$ cat config.mk
export PLATFORM = sky130hd
export DESIGN_NAME = osc_bank_reader
export DESIGN_NICKNAME = d
export VERILOG_FILES = /design/src/rtl/osc_bank_reader.sv
export SDC_FILE = /design/constraint.sdc
export NUM_CORES = 1
export LEC_CHECK = 0
export BUFFER_PORTS_ARGS = -buffer_cell sky130_fd_sc_hd__buf_2
export CAP_MARGIN = 20
export CORE_MARGIN = 1.5
export CORE_UTILIZATION = 40
export CTS_CLUSTER_DIAMETER = 150
export DETAILED_ROUTE_END_ITERATION = 10
export SETUP_SLACK_MARGIN = 0.4
export SLEW_MARGIN = 20
export SYNTH_ARGS = -nofsm -noshare
export SYNTH_HDL_FRONTEND = slang
export SYNTH_SLANG_ARGS = --single-unit
$ cat constraint.sdc
create_clock -name CLOCK -period 2.3 [get_ports CLOCK]
set_input_delay 0.345 -clock CLOCK [delete_from_list [all_inputs] [get_ports CLOCK]]
set_output_delay 0.345 -clock CLOCK [all_outputs]
set_load 0.02 [all_outputs]
$ cat src/rtl/osc_bank_reader.sv
// Ring-oscillator bank measurement controller: reset, run a fixed window, freeze,
// then read adjacent oscillator pairs and pack the comparisons into a response word.
module osc_bank_reader #(
    parameter int COUNTER_LENGTH = 128,
    parameter int BANK_SIZE      = 16,
    parameter int ADDRESS_SIZE   = 4,
    parameter int RESET_CYCLES   = 4,
    parameter int WINDOW_CYCLES  = 1024,
    parameter int SETTLE_CYCLES  = 2
) (
    input  logic                      CLOCK,
    input  logic                      RESET,
    input  logic                      START,
    output logic                      OSC_RESET,
    output logic                      OSC_EN,
    output logic [ADDRESS_SIZE-1:0]   ADDRESS,
    input  logic [COUNTER_LENGTH-1:0] COUNT,
    output logic                      BUSY,
    output logic                      VALID,
    output logic [BANK_SIZE/2-1:0]    RESPONSE,
    output logic                      TIE
);

    localparam int PAIRS   = BANK_SIZE / 2;
    localparam int MAX_RW  = (WINDOW_CYCLES > RESET_CYCLES) ? WINDOW_CYCLES : RESET_CYCLES;
    localparam int CNT_MAX = (MAX_RW > SETTLE_CYCLES + 1) ? MAX_RW : SETTLE_CYCLES + 1;
    localparam int CNT_W   = $clog2(CNT_MAX + 1);

    localparam logic [CNT_W-1:0]        RST_LAST  = CNT_W'(RESET_CYCLES - 1);
    localparam logic [CNT_W-1:0]        RUN_LAST  = CNT_W'(WINDOW_CYCLES - 1);
    localparam logic [CNT_W-1:0]        SAMPLE_AT = CNT_W'(SETTLE_CYCLES - 1);
    localparam logic [CNT_W-1:0]        HOLD_LAST = CNT_W'(SETTLE_CYCLES);
    localparam logic [ADDRESS_SIZE-1:0] LAST_ADDR = ADDRESS_SIZE'(BANK_SIZE - 1);

    typedef enum logic [2:0] {
        S_IDLE,
        S_OSC_RST,
        S_RUN,
        S_READ_A,
        S_READ_B,
        S_DONE
    } state_t;

    state_t                    state_q, state_d;
    logic [CNT_W-1:0]          cnt_q, cnt_d;
    logic [ADDRESS_SIZE-1:0]   addr_q, addr_d;
    logic [COUNTER_LENGTH-1:0] a_q, a_d;
    logic [PAIRS-1:0]          acc_q, acc_d;
    logic                      tie_acc_q, tie_acc_d;
    logic [PAIRS-1:0]          response_q, response_d;
    logic                      tie_q, tie_d;

    always_ff @(posedge CLOCK) begin
        if (RESET) begin
            state_q    <= S_IDLE;
            cnt_q      <= '0;
            addr_q     <= '0;
            a_q        <= '0;
            acc_q      <= '0;
            tie_acc_q  <= 1'b0;
            response_q <= '0;
            tie_q      <= 1'b0;
        end else begin
            state_q    <= state_d;
            cnt_q      <= cnt_d;
            addr_q     <= addr_d;
            a_q        <= a_d;
            acc_q      <= acc_d;
            tie_acc_q  <= tie_acc_d;
            response_q <= response_d;
            tie_q      <= tie_d;
        end
    end

    // Each read phase holds its address SETTLE_CYCLES+1 cycles; COUNT is sampled
    // after SETTLE_CYCLES stable cycles, the extra cycle is pure hold.
    always_comb begin
        state_d    = state_q;
        cnt_d      = cnt_q;
        addr_d     = addr_q;
        a_d        = a_q;
        acc_d      = acc_q;
        tie_acc_d  = tie_acc_q;
        response_d = response_q;
        tie_d      = tie_q;

        case (state_q)
            S_IDLE: begin
                cnt_d  = '0;
                addr_d = '0;
                if (START) begin
                    state_d   = S_OSC_RST;
                    acc_d     = '0;
                    tie_acc_d = 1'b0;
                end
            end
            S_OSC_RST: begin
                if (cnt_q == RST_LAST) begin
                    cnt_d   = '0;
                    state_d = S_RUN;
                end else begin
                    cnt_d = cnt_q + 1'b1;
                end
            end
            S_RUN: begin
                if (cnt_q == RUN_LAST) begin
                    cnt_d   = '0;
                    addr_d  = '0;
                    state_d = S_READ_A;
                end else begin
                    cnt_d = cnt_q + 1'b1;
                end
            end
            S_READ_A: begin
                if (cnt_q == SAMPLE_AT) begin
                    a_d = COUNT;
                end
                if (cnt_q == HOLD_LAST) begin
                    cnt_d   = '0;
                    addr_d  = addr_q + 1'b1;
                    state_d = S_READ_B;
                end else begin
                    cnt_d = cnt_q + 1'b1;
                end
            end
            S_READ_B: begin
                if (cnt_q == SAMPLE_AT) begin
                    for (int k = 0; k < PAIRS; k++) begin
                        if (addr_q == ADDRESS_SIZE'(2 * k + 1)) begin
                            acc_d[k] = (a_q > COUNT);
                        end
                    end
                    if (a_q == COUNT) begin
                        tie_acc_d = 1'b1;
                    end
                end
                if (cnt_q == HOLD_LAST) begin
                    cnt_d = '0;
                    if (addr_q == LAST_ADDR) begin
                        // Publish on entry to DONE so RESPONSE is new while VALID is high.
                        addr_d     = '0;
                        response_d = acc_q;
                        tie_d      = tie_acc_q;
                        state_d    = S_DONE;
                    end else begin
                        addr_d  = addr_q + 1'b1;
                        state_d = S_READ_A;
                    end
                end else begin
                    cnt_d = cnt_q + 1'b1;
                end
            end
            S_DONE: begin
                cnt_d   = '0;
                addr_d  = '0;
                state_d = S_IDLE;
            end
            default: begin
                state_d = S_IDLE;
            end
        endcase
    end

    assign OSC_RESET = (state_q == S_OSC_RST);
    assign OSC_EN    = (state_q == S_RUN);
    assign BUSY      = (state_q == S_OSC_RST) || (state_q == S_RUN) ||
                       (state_q == S_READ_A)  || (state_q == S_READ_B);
    assign VALID     = (state_q == S_DONE);
    assign ADDRESS   = addr_q;
    assign RESPONSE  = response_q;
    assign TIE       = tie_q;

endmodule

==> results of run 1 <==
==> worst min-delay path, stage by stage <==
cell and delay [ns]:
buf_2 0.10, nand2_1 0.05, a21oi_1 0.05
==> area by class of cell <==
cell class                      count  area share, %
Timing Repair Buffer              224          11.78
Inverter                          135          4.345
Clock buffer                       25          4.092
Tap cell                          319          3.231
Sequential cell                   164          26.75
Clock inverter                      7         0.3747
Multi-Input combinational cell    895          49.43
==> registers in the layout, indices dropped and copies added (netlist names) <==
signal / cells
cnt_q: 11
acc_q: 8
RESPONSE: 8
tie_acc_q: 1
TIE: 1
ADDRESS: 4
a_q: 128
state_q: 3
==> path summary, 6_finish.rpt <==
path	endpoint	cells past startpoint	slack, ns	start
min	a_q[8]	3	0.16	COUNT[8]
min reg2reg	a_q[0]	2	0.46	a_q[0]
max	acc_q[3]	8	-0.06	a_q[58]
max reg2reg	acc_q[3]	8	-0.06	a_q[58]
==> routing by layer <==
| layer | vias up | GRT usage, % | share of wire [%] |
|---|---|---|---|
| li1 | 4603 | - | - |
| met1 | 3932 | 24.64 | 48 |
| met2 | 134 | 31.10 | 46 |
| met3 | 15 | 4.955 | 4.6 |
| met4 | 0 | 4.178 | 0.87 |
| met5 | - | 0 | 0 |
==> per-stage QoR <==
step | worst slack (ns) | power (mW) | util, % | hold slack, ns
final | -0.06494 | 6.278 | 52.63 | 0.1620
after global routing | -0.1963 | 6.583 | 52.63 | 0.1483
after CTS | -0.05676 | 6.319 | 51.24 | 0.1426
after detailed placement | -0.3033 | 3.573 | 47.85 | 0.4504
after global placement | -0.2705 | 3.568 | 47.85 | 0.4431
after floorplan | 0.07509 | 3.291 | - | 0.4335
==> what timing repair did <==
item                       CTS  global route
cloned                       1             0
setup buffers               13             7
setup endpoints to repair   43            32
pin swaps                   15            32
resized for setup           33            59
==> power by group through the flow <==
stage                     Sequential, mW  Clock [mW]  Combinational, mW
final                               2.86        2.69              0.728
after global routing                2.87        2.90              0.815
after CTS                           2.86        2.79              0.671
after detailed placement            2.93           0              0.645
after global placement              2.93           0              0.641
after floorplan                     2.93           0              0.359
==> cell families (layout without fill, tap and decap cells) <==
logic type	after synthesis	after routing	share of synthesized area, %
and+or+nand+nor	465	466	21.83
AOI/OAI and AO/OA	268	268	15.99
buffers and inverters	188	391	7.630
DFF	164	164	34.28
adders and majority gates	133	133	17.38
muxes	17	17	1.881
xor gates and xnor gates	11	11	1.006
==> Yosys cell counts, drive strengths merged, types with 3 or more instances <==
| master | n | area (um2) |
|---|---|---|
| a21boi | 4 | 30.03 |
| nor2 | 40 | 168.9 |
| nor4 | 5 | 52.55 |
| xnor2 | 5 | 43.79 |
| clkbuf | 37 | 138.9 |
| ha | 133 | 1664 |
| dfxtp | 164 | 3283 |
| xor2 | 6 | 52.55 |
| a41oi | 3 | 26.28 |
| nand2b | 14 | 87.58 |
| o21ai | 16 | 80.08 |
| buf | 16 | 85.08 |
| a21o | 15 | 112.6 |
| mux2 | 8 | 90.09 |
| nor2b | 3 | 18.77 |
| nand3 | 29 | 150.1 |
| a21oi | 192 | 960.9 |
| a31oi | 7 | 43.79 |
| nor3b | 3 | 22.52 |
| mux2i | 9 | 90.09 |
| nand2 | 296 | 1114 |
| inv | 135 | 506.7 |
| a211oi | 9 | 67.56 |
| nand4 | 30 | 187.7 |
| nor3 | 23 | 131.4 |
| and4 | 3 | 26.28 |
| and3 | 10 | 62.56 |
| o31ai | 3 | 27.52 |
==> results by group, run 1 <==
Floorplanning
  • Overall die area: 24880 um2
  • Io pins: around 150
  • Floorplan row count: 56
  • Die Width: 157.7 um
  • Area of the core: approximately 23000 um2
  • Die Height: between 150 and 200 um
  • Initial Utilization: about two fifths

Worst setup path
  • Required time of the worst setup path: between 2 and 3 ns
  • Largest stage delay, worst path: 0.58 ns
  • Element type at the critical path end: flop
  • Maximum fanout count along the critical path: 8
  • Sum of buffers and inverters on the critical path: 0
  • Worst-path cell chain: ha_4, nand4_1, or4_4, nor3_4, nand3_2, o31ai_4, mux2_4, a21oi_2
  • Slowest stage cell, crit path: or4_4
  • Arrival time of data at the critical path endpoint: approximately 2.7 ns
  • Kind of launch point of the worst setup path: flop
  • Crit-path leading delay family: simple AND/OR/NAND/NOR gates
  • Category of the critical setup timing path: reg2reg

Power
  • Sequential fraction of design power: between 40 and 50%
  • P per Cell Area: between 500 and 600 nW/um2
  • Peak supply drop: ~0.42 mV
  • Static leakage: roughly 5.6 nW
  • Pint: 4.695 mW
  • Share of total power in the clock network: between 40 and 50%
  • Net load switching power: about 1.6 mW
  • Sw frac: 25.22%
  • Part of the power in combinational logic: between 10 and 15%

Run
  • Count of max-cap constraint violations: 0

Place
  • Placed Instances: approximately 1700
  • Placed cell area: 11230 um2
  • Input/output buffers: 147
  • Final weighted congestion in routability-driven placement: ~0.81
  • DP Wirelength: roughly 17000 um

Timing
  • Setup violations, final: 8
  • Tightest slew margin relative to the limit: a little over a third
  • Setup TNS: -0.4354 ns
  • Setup WS post-layout: -0.06494 ns
  • Slew Limit Fails: 0
  • Hold Fails Final Rpt: 0
  • RSZ-0062 raised after global routing: yes
  • Worst Tran Pin Value: 0.9576 ns
  • Maximum clock rate: roughly 420 MHz
  • Setup Skew: about 0.011 ns
  • Crit share post-route: 102.8%
  • Time the worst path needs with I/O delays and setup: 2.365 ns

Final layout
  • Number of nets in the layout: 1701
  • Combined area of the multi-input logic cells: slightly above 6000 um2
  • Final cell count without fillers: 1769
  • Filler cell count: ~2300
  • Post-route cell area: between 10000 and 15000 um2
  • Diodes inserted: 0
  • Most common cell after layout, fill and taps aside: nand2_1
  • Fraction of final layout cells with drive strength greater than 1: 24.69%
  • Combined flip-flop and latch cell area: ~3300 um2
  • Commonest cells after routing, fill and taps aside: nand2_1, a21oi_1, dfxtp_1
  • Area Overhead vs Synth: 29.00%

Clocking
  • Number of CTS-inserted buffers: 17
  • Root buffer selected by CTS: clkbuf_16
  • Clk_lat worst skew: 0.42 ns
  • Hold Buf Count CTS: 0
  • Reg clk slew, reported paths: approximately 0.070 ns
  • Clock tree from TritonCTS: done
  • CTS H-tree depth: 4
  • CTS Buffer Depth: 2
  • Clk sink count: 164

Global routing
  • Initial antenna violation count: 0
  • First-pass GRT wire length: 37660 um
  • Total global-route track usage: roughly a fifth
  • Largest net degree at the start of global routing: 74
  • Total congestion overflow: 0
  • Vias in the first global route: just under 8000

Synthesis
  • EDFF count, synth: 0
  • Proportion of synthesized flip-flops having asynchronous set or reset: 0%
  • Count of state elements after synthesis: 164
  • Sequential element share of the synthesized area: ~34%
  • Count of yosys warnings during synthesis: 0
  • Synth Cell Area: approximately 9600 um2
  • Count of cell types in the netlist: 62
  • Average footprint of a synthesized cell: slightly below 8 um2
  • Commonest register cell after synthesis: dfxtp_1
  • Cell count after synthesis: about 1200
  • Synthesized netlist net count: 1510

Min path
  • HP Class: in2reg

Drt
  • DRT antenna net count: 0
  • Via/cell ratio: 4.909
  • Number of DRC markers in iteration 0: 320
  • Overall via count from detail_route: 8684
  • Residual DRC count: 0
  • Total Routed Length: ~23000 um
  • First-pass iteration count of the detailed router: 4
  • Average routed wire per standard cell: roughly 13 um

Outcome
  • Run status: finished, violations left
  • Violations in the final reports: negative setup slack
Note: power is estimated with default switching activity, not from simulation.
==> run 2: changes to the inputs <==
--- a/config.mk
+++ b/config.mk
@@ -13,2 +13,3 @@
 export DETAILED_ROUTE_END_ITERATION = 10
+export MAX_ROUTING_LAYER = met4
 export SETUP_SLACK_MARGIN = 0.4
==> constraint.sdc (replaced) <==
create_clock -name CLOCK -period 2.3 [get_ports CLOCK]
set_input_delay 0.46 -clock CLOCK [delete_from_list [all_inputs] [get_ports CLOCK]]
set_output_delay 0.46 -clock CLOCK [all_outputs]
set_load 0.02 [all_outputs]
==> results by group, run 2 (synthesized netlist as in run 1, its figures left out) <==
Worst setup path
  • Category of the critical setup timing path: reg2reg
  • Depth of the worst register-to-register path: 9
  • Slowest stage cell, crit path: or4_4
  • End of the worst register-to-register path: acc_q[0]
  • Kind of launch point of the worst setup path: flop
  • Element type at the critical path end: flop
  • Required time of the worst setup path: 2.65 ns
  • Largest stage delay, worst path: roughly 0.56 ns
  • FF-to-FF setup slack: -0.04 ns
  • Arrival time of data at the critical path endpoint: roughly 2.7 ns
  • Worst-path cell chain: ha_4, nand4_1, or4_4, nor3_4, nand3_1, o21ai_2, o41ai_4, buf_4, a21oi_1
  • Beginning of the worst register-to-register path: a_q[55]
  • Maximum fanout count along the critical path: 5

Clocking
  • CTS H-tree depth: 4
  • Number of CTS-inserted buffers: 17
  • Hold Buf Count CTS: 0
  • Reg clk slew, reported paths: about 0.07 ns
  • CTS Buffer Depth: 2
  • Clk_lat worst skew: ~0.43 ns
  • Clock tree from TritonCTS: done
  • Clk sink count: 164
  • Root buffer selected by CTS: clkbuf_16

Timing
  • Maximum clock rate: roughly 430 MHz
  • Crit share post-route: 101.8%
  • Hold Fails Final Rpt: 0
  • Worst Tran Pin Value: around 1.0 ns
  • Setup TNS: -0.2472 ns
  • Time the worst path needs with I/O delays and setup: approximately 2.3 ns
  • Tightest slew margin relative to the limit: around a third
  • RSZ-0062 raised after global routing: yes
  • Setup violations, final: 8
  • Setup Skew: between 0.015 and 0.02 ns
  • Slew Limit Fails: 0
  • Setup WS post-layout: -0.04228 ns

Floorplanning
  • Floorplan row count: 56
  • Area of the core: between 20000 and 25000 um2
  • Die Width: between 150 and 200 um
  • Overall die area: between 20000 and 25000 um2
  • Initial Utilization: between 40% and 50%
  • Io pins: 148
  • Die Height: 157.7 um

Global routing
  • Total congestion overflow: 0
  • First-pass GRT wire length: 38200 um
  • Met2 usage: about a third
  • Largest net degree at the start of global routing: 98
  • Met3 Resource Use GR: 4.106%
  • Initial antenna violation count: 0
  • Total global-route track usage: between 10% and 20%
  • Vias in the first global route: around 8100
  • Fraction of met1 tracks used by global routing: 24.45%
  • Most Used Layer, Global Route: met2

Min path
  • Worst hold start: COUNT[49]
  • HP Class: in2reg
  • Number of cells traversed by the worst hold path: 3
  • Hold EP: a_q[49]

Drt
  • Residual DRC count: 0
  • First-pass iteration count of the detailed router: 4
  • Total Routed Length: approximately 28000 um
  • Number of DRC markers in iteration 0: between 300 and 400
  • DRT antenna net count: 0
  • Via/cell ratio: 5.098
  • Overall via count from detail_route: 9136
  • Average routed wire per standard cell: 15.65 um

Place
  • Input/output buffers: ~150
  • Placement-stage worst setup slack: -0.4397 ns
  • Final weighted congestion in routability-driven placement: 0.8041
  • DP Wirelength: ~17000 um

Final layout
  • Commonest cells after routing, fill and taps aside: nand2_1, buf_2, dfxtp_1
  • Largest reg by FF count: a_q
  • Area Overhead vs Synth: 49.75%
  • Max FFs per register: 128
  • Fraction of final layout cells with drive strength greater than 1: between 40% and 50%
  • Utilization of the core after routing: just over 60%
  • Largest registers in the final layout: a_q x128, cnt_q x11
  • Most common cell after layout, fill and taps aside: nand2_1
  • Number of nets in the layout: 1723

Power
  • Static leakage: 6.044 nW
  • P per Cell Area: a little under 500 nW/um2
  • Power after layout: about 7 mW
  • Peak supply drop: about 0.44 mV

Outcome
  • Violations in the final reports: negative setup slack
  • Run status: finished, violations left

Run
  • Count of max-cap constraint violations: 0
run 2: cell types whose count changed in the layout (fill, tap and decap cells not counted), moves of 11 or more:
cell       change
clkbuf_16     +11
a21oi_2      +112
a21oi_1      -112
nand2_2       +20
nand2_1      -128
nand2_4      +108
run 2: metal layers:
metal | up-vias | share of wire [%]
li1 | 4661 | -
met1 | 4295 | 46
met2 | 151 | 47
met3 | 29 | 4.3
met4 | 0 | 2.0
met5 | - | 0
run 2: where the power goes:
part           internal, mW  leakage [nW]  switching (mW)
sequential             2.85          1.33          0.0169
combinational         0.347          4.39           0.452
clock                  1.98         0.323            1.24
total                  5.17          6.04            1.71
run 2: final cells by class:
type	instances	area, um2
inverters	135	536.8
flip-flops and latches	164	3319
clock inverters	10	167.7
repair buffers	246	2006
fillers	2087	9131
well taps	319	399.1
clock buffers	22	494.2
diodes	1	2.502
multi-input cells	895	7416
run 2: metrics by stage:
stage,cells,hold slack [ns],cell area [um2]
after global placement,1716,0.4430,11210
after CTS,1754,0.2533,12070
final,1792,0.2810,14340
after floorplan,1246,0.4335,9758
after global routing,1791,0.2728,14340
after detailed placement,1716,0.4511,11210
run 2: worst max-delay path: cells and delay by family (launching register included):
family / cells / cell delay [ns]
simple gates: 4 / 1.02
compound gates: 3 / 0.41
flops: 1 / 0.36
fa+ha+maj: 1 / 0.29
buf+inv: 1 / 0.18
run 2: worst max path at each step:
stage	startpoint	endpoint	depth (start not counted)	slack, ns
after CTS	a_q[49]	acc_q[3]	8	-0.06
after global routing	a_q[57]	acc_q[0]	9	-0.17
after detailed placement	COUNT[125]	acc_q[0]	11	-0.44
after floorplan	COUNT[58]	acc_q[1]	9	-0.04
after global placement	COUNT[125]	acc_q[0]	11	-0.38
final	a_q[55]	acc_q[0]	9	-0.04
run 2: repair_timing:
| item | 4_1_cts | 5_1_grt |
|---|---|---|
| gates resized for setup | 38 | 448 |
| gates cloned | 1 | 19 |
| setup endpoints to repair | 57 | 152 |
| setup buffers | 5 | 18 |
| pin swaps | 17 | 248 |
